[src/rtl/sos_pkg.sv]
// Shared types and defaults for the sum-of-squares accumulator.
package sos_pkg;

  localparam int unsigned SOS_DATA_W = 16;
  localparam int unsigned SOS_ACC_W  = 32;

  // Element-counter width; a 1-sample vector still needs one bit.
  function automatic int unsigned idx_w(input int unsigned vec_len);
    return (vec_len <= 1) ? 1 : $clog2(vec_len);
  endfunction

  typedef logic [SOS_ACC_W-1:0] sq_t;

  typedef struct packed {
    sq_t  sq;
    logic first;
    logic last;
    logic vld;
  } sq_beat_t;

endpackage

[src/rtl/sum_of_squares_acc_square_stage.sv]
// Registered squarer feeding the accumulator; kept separate so the multiplier can be retimed.
module square_stage
  import sos_pkg::*;
#(
  parameter int unsigned DATA_W = SOS_DATA_W
) (
  input  logic                     clk_i,
  input  logic                     rst_i,
  input  logic signed [DATA_W-1:0] data_i,
  input  logic                     valid_i,
  input  logic                     first_i,
  input  logic                     last_i,
  output sq_beat_t                 beat_o
);

  logic signed [2*DATA_W-1:0] prod;
  sq_beat_t                   beat_q;

  // A square is never negative, so the signed product reinterprets cleanly as unsigned.
  always_comb prod = data_i * data_i;

  always_ff @(posedge clk_i) begin
    if (rst_i) begin
      beat_q <= '0;
    end else begin
      beat_q.vld <= valid_i;
      if (valid_i) begin
        beat_q.sq    <= sq_t'($unsigned(prod));
        beat_q.first <= first_i;
        beat_q.last  <= last_i;
      end
    end
  end

  assign beat_o = beat_q;

endmodule

[src/rtl/sum_of_squares_acc.sv]
// Streaming sum of squares per VEC_LEN-sample vector; SOS_SATURATE_EN clamps instead of wrapping.
module sum_of_squares_acc
  import sos_pkg::*;
#(
  parameter int unsigned DATA_W  = SOS_DATA_W,
  parameter int unsigned VEC_LEN = 4,
  parameter int unsigned ACC_W   = SOS_ACC_W
) (
  input  logic                     clock,
  input  logic                     reset,
  input  logic signed [DATA_W-1:0] data_in,
  input  logic                     data_valid,
  output logic [ACC_W-1:0]         sum_out,
  output logic                     sum_valid,
  output logic                     sum_ovf
);

  localparam int unsigned      IDX_W    = idx_w(VEC_LEN);
  localparam logic [IDX_W-1:0] LAST_IDX = IDX_W'(VEC_LEN - 1);

  logic [IDX_W-1:0] idx_q, idx_d;
  sq_beat_t         beat;
  logic [ACC_W-1:0] sq_w;
  logic [ACC_W:0]   sum_ext;
  logic [ACC_W-1:0] acc_q, acc_d;
  logic             ovf_q, ovf_d;
  logic [ACC_W-1:0] sum_out_q;
  logic             sum_valid_q, sum_ovf_q;

  always_comb begin
    idx_d = idx_q;
    if (data_valid) idx_d = (idx_q == LAST_IDX) ? '0 : idx_q + IDX_W'(1);
  end

  square_stage #(.DATA_W(DATA_W)) u_square (
    .clk_i   (clock),
    .rst_i   (reset),
    .data_i  (data_in),
    .valid_i (data_valid),
    .first_i (idx_q == '0),
    .last_i  (idx_q == LAST_IDX),
    .beat_o  (beat)
  );

  assign sq_w    = ACC_W'(beat.sq);
  assign sum_ext = {1'b0, acc_q} + {1'b0, sq_w};

  // A first element reloads rather than adds, so consecutive vectors need no bubble.
  always_comb begin
    acc_d = acc_q;
    ovf_d = ovf_q;
    if (beat.vld) begin
      if (beat.first) begin
        acc_d = sq_w;
        ovf_d = 1'b0;
      end else begin
        ovf_d = ovf_q | sum_ext[ACC_W];
`ifdef SOS_SATURATE_EN
        acc_d = ovf_d ? '1 : sum_ext[ACC_W-1:0];
`else
        acc_d = sum_ext[ACC_W-1:0];
`endif
      end
    end
  end

  always_ff @(posedge clock) begin
    if (reset) begin
      idx_q       <= '0;
      acc_q       <= '0;
      ovf_q       <= 1'b0;
      sum_out_q   <= '0;
      sum_valid_q <= 1'b0;
      sum_ovf_q   <= 1'b0;
    end else begin
      idx_q       <= idx_d;
      acc_q       <= acc_d;
      ovf_q       <= ovf_d;
      sum_valid_q <= beat.vld & beat.last;
      if (beat.vld && beat.last) begin
        sum_out_q <= acc_d;
        sum_ovf_q <= ovf_d;
      end
    end
  end

  assign sum_out   = sum_out_q;
  assign sum_valid = sum_valid_q;
  assign sum_ovf   = sum_ovf_q;

endmodule

[config.mk]
export PLATFORM = sky130hd
export DESIGN_NAME = sum_of_squares_acc
export DESIGN_NICKNAME = d
export VERILOG_FILES = /design/src/rtl/sos_pkg.sv /design/src/rtl/sum_of_squares_acc_square_stage.sv /design/src/rtl/sum_of_squares_acc.sv
export SDC_FILE = /design/constraint.sdc
export NUM_CORES = 1
export LEC_CHECK = 0
export CORE_UTILIZATION = 50
export CTS_BUF_LIST = sky130_fd_sc_hd__clkbuf_4 sky130_fd_sc_hd__clkbuf_8
export DETAILED_ROUTE_END_ITERATION = 8
export PLACE_DENSITY_LB_ADDON = 0.08
export SLEW_MARGIN = 20
export SYNTH_ARGS = -nofsm -noshare
export SYNTH_HDL_FRONTEND = slang
export SYNTH_SLANG_ARGS = --single-unit
[constraint.sdc]
create_clock -name clock -period 8.7 [get_ports clock]
set_clock_uncertainty 0.05 [all_clocks]
set_input_delay 1.74 -clock clock [delete_from_list [all_inputs] [get_ports clock]]
set_output_delay 1.74 -clock clock [all_outputs]
set_load 0.03 [all_outputs]
Word-level counts from Yosys, hierarchy flattened
Cells that the tools add are included.
W data, S select, Z words.

storage, ports and cells
  register bits after elaboration = 104
  input bits = 19
  output and inout port bits = 34

operators by class
  $add $sub $neg = 2
  $mul = 1
  equal/unequal tests = 1
  muxes and demuxes = 5
  bitwise gates (word level) = 2
  reduce and logical (&&, ||, !) cells = 2

operators with widths
  operator               number
  $mux W32               2
  $add A32 B32 Y33       1
  $mul A16 B16 Y32       1
  $add A2 B1 Y2 const B  1
  $eq A2 B2 Y1 const B   1
  $logic_not A2 Y1       1
  $mux W1                2
  $mux W2                1
  $and A1 B1 Y1          1
  $logic_and A1 B1 Y1    1
  $or A1 B1 Y1           1

Logic depth before layout (Yosys ltp)
  depth after elaboration = 4
  mapped depth = 24
  mapped depth without buffers = 23

Modules after synthesis
From an unflattened synthesis, not the netlist that was laid out.

second synthesis, totals
  cell total of the unflattened synthesis = 1717
  area, all modules = 14855.5 um^2

modules (own cells, without submodules)
  module              times used  cells an instance  area an instance (um^2)  sequential area each (um^2)
  square_stage        1           1160               10371.2                  680.7
  sum_of_squares_acc  1           557                4484.3                   1381.3

Worst setup path after synthesis
No wires, ideal clock.

  path type = input to register
  start = input data_in[4]
  end = register u_square.beat_q (netlist bit u_square.beat_o[22])
  library setup time = 0.127 ns
  arrival time = 7.517 ns
  data required time = 8.523 ns
  setup slack = 1.006 ns
  stages on the path = 22
  path through = clkbuf_1 -> clkbuf_1 -> and2_1 -> fa_1 -> inv_1 -> fa_1 -> fa_1 -> inv_1 -> fa_1 -> fa_1 -> inv_1 -> fa_1 -> inv_1 -> ha_1 -> a211oi_1 -> a32oi_1 -> a41o_1 -> a21o_1 -> a2111oi_0 -> o31ai_1 -> xnor2_1 -> o21ai_0

on the way
  cells in the longest elaborated chain, start to end = 1

RTL lines
  element           RTL line                               RTL
  from (decl)       sum_of_squares_acc.sv:11               input logic signed [DATA_W-1:0] data_in,
  $mul A16 B16 Y32  sum_of_squares_acc_square_stage.sv:20  always_comb prod = data_i * data_i;
  to (decl)         sum_of_squares_acc_square_stage.sv:17  sq_beat_t beat_q;

Every way passes these cells.
A chain may end at the register's enable or synchronous reset.

Worst setup path after layout
  start = input data_in[5]
  end = register u_square.beat_q (netlist bit u_square.beat_o[20])

Same word-level chain as after synthesis.

==> results.txt <==
Yosys warns: 0
DRT iter0 DRCs: 558
Most frequent cells in the layout: inv_1, fa_1, nand2_1
Hold Buf Count CTS: 0
CTS Buf Count: 9
Worst Path Arrival: 8.22 ns
Max FO, Critical Path: 13
Worst path slowest cell: clkdlybuf4s50_1
Worst Hold End: sum_ovf
Setup bufs post-CTS: 0
Worst min path class: register to register
TritonCTS clock tree: built
Max-slew violations: 0
Async SR Flop Fraction: 0%
Pre-antenna DRT Iters: 5
Hold_sp: sum_ovf
Worst hold stages: 2
Worst path required time: 8.88 ns
Vias in the first global route: 11,000
R2R Path End: sum_out[22]
RSZ-0062 raised after global routing: false
DRC Markers: 0
Final RePlAce weighted congestion: 0.924
First-pass GRT wire length: 56,800 um
Max cap viols: 0
Min Tclk post-route: 8.04 ns
CP cell instances: clkdlybuf4s50_1 -> and2_1 -> fa_1 -> inv_1 -> fa_1 -> fa_1 -> inv_1 -> fa_1 -> fa_1 -> inv_1 -> fa_1 -> inv_1 -> ha_1 -> a211oi_1 -> a32oi_1 -> a41o_1 -> a21o_1 -> a2111oi_0 -> buf_4 -> nor3_1 -> o21ai_0 -> a21oi_1
Part of the cycle the worst path needs: 92.4%
Ys flop type: dfxtp_1
Gate Count Post-Synth: 1,636
Mapped Nets: 2,013
Post-synthesis sequential area ratio: 14.2%
Avg Inst Size Synth: 8.89 um2
Placed cell areas: 0.0155 mm2
Worst-skew pair later-pin latency: 0.38 ns
FF/Latch Area: 0.00206 mm2
Crit Reg-Reg Startpoint: u_square.beat_o[3]
Most used cell, CP: fa_1
Final number of setup-violating endpoints: 0
Routed wire per std cell: 16.2 um
H-tree Lvls: 3
ANT nets after route: 0
Clock transition at path regs: 0.10 ns
Critical Path End Type: register
Die area: 0.0298 mm2
Total track usage: 23.5%
Die Ht: 173 um
IO Pins: 53
CP Class: primary input to register
Fin. Hold Viols: 0
Design Area, Final: 0.0157 mm2
Cell Area, Synth: 0.0145 mm2
Critical Path Start Type: primary input
Final HPWL DP: 27,700 um
Setup total negative slack: 0 ns
Final Util: 54.7%
Largest net degree at the start of global routing: 95
Initial Util: 50.7%
# diodes: 0
Area Growth Syn to Fin: 7.96%
Root buffer cell: clkbuf_8
CP max stage delay: 0.75 ns
Fin nets: 2,047
Congestion Overflow GR: 0
Commonest non-fill, non-tap cell in the layout: inv_1
Run status: completed
Post-synth EDFFs: 0
Resized cells post-CTS: 0
Count of state elements after synthesis: 103
Fill cells: 2,708
R2r worst-path depth: 10
WL final: 33,400 um
Synth unique cells: 81
Core Area: 0.0287 mm2
R2r setup slk: 5.47 ns
Initial antenna violation count: 0
Core Rows: 62
CTS sink count: 103
Vias per inst: 5.26
Port Buffer Count: 52
Worst-Margin Slew: 0.961 ns
Share of layout cells above drive strength 1: 4.54%
Slew headroom: 35.9%
Fmax: 124 MHz
Clk buf depth: 2
DR vias: 10,800
Footprint of the multi-input gates: 0.0110 mm2
Die span in x: 173 um
[kinds of logic after synthesis]
kind of cell	count (synthesis)	synth area share, %
XOR/XNOR	56	3.37
adder cells (fa/ha/maj)	358	42.8
AND/OR/NAND/NOR	399	13.0
multiplexers	32	2.21
AO/OA/AOI/OAI	304	14.0
buffers and inverters	384	10.4
flip-flops	103	14.2
[worst max path at each step]
stage	start	to	slack, ns	cells past startpoint
6_report	data_in[5]	u_square.beat_o[20]	0.66	22
5_1_grt	data_in[5]	u_square.beat_o[22]	0.32	22
4_1_cts	data_in[5]	u_square.beat_o[20]	0.72	22
3_5_place_dp	data_in[5]	u_square.beat_o[22]	0.32	22
3_3_place_gp	data_in[6]	u_square.beat_o[27]	0.36	21
2_1_floorplan	data_in[4]	u_square.beat_o[22]	1.01	22
[per-stage QoR]
step                worst slack [ns]  instances  hold WS [ns]
floorplan                       1.01       1636         0.403
global placement               0.357       2043         0.395
detailed placement             0.318       2043         0.397
CTS                            0.722       2059         0.408
global route                   0.320       2059         0.433
finish                         0.659       2059         0.406
[state kept, by name, summed over array words and instances (netlist names)]
name	cells
sum_out	32
sum_valid	1
idx_q	2
sum_ovf	1
acc_q	32
ovf_q	1
u_square.beat_o	34
[synth_stat cells (6+ instances only)]
cell type	instances	share of area (%)
inv_1	323	8.3
fa_1	233	32
nand2_1	136	3.5
ha_1	125	11
nor2_1	107	2.8
dfxtp_1	103	14
a21oi_1	80	2.8
o21ai_0	52	1.8
and2_1	45	1.9
clkbuf_1	43	1.1
a211oi_1	37	1.9
xnor2_1	35	2.1
mux2i_1	31	2.1
a21o_1	23	1.2
nand3_1	21	0.72
xor2_1	21	1.3
nor3_1	17	0.58
a31oi_1	10	0.43
and3_1	10	0.43
nand2b_1	10	0.43
o211ai_1	10	0.52
o21a_1	8	0.41
o21ai_1	8	0.28
or3_1	8	0.34
a2111oi_0	7	0.42
buf_1	7	0.18
clkbuf_8	7	0.66
nand3b_1	7	0.36
nor2b_1	7	0.30
nand4_1	6	0.26
o21bai_1	6	0.31
[critical path: cells and delay by family]
family / cells / cell delay [ns]
compound gates: 7 / 1.64
fa+ha+maj: 7 / 3.28
buf+inv: 6 / 1.14
simple gates: 2 / 0.39
[area by class of cell]
cell class                      count  share of cell area, %
Clock buffer                       11                  0.964
Clock inverter                      5                  0.558
Tap cell                          384                   3.06
Timing Repair Buffer               81                   4.65
Inverter                          326                   7.79
Sequential cell                   103                   13.1
Multi-Input combinational cell   1149                   69.8
[routing by layer]
layer / share of wire (%) / vias to the layer above / global-route usage [%]
met2: 45 / 200 / 37.8
met4: 1.1 / 0 / 4.76
met1: 51 / 5254 / 34.9
met5: 0 / - / 0
met3: 3.2 / 23 / 1.67
li1: - / 5352 / -
Power is not shown: default switching activity piles up to over one toggle a cycle in this logic, so the estimate is an artifact.
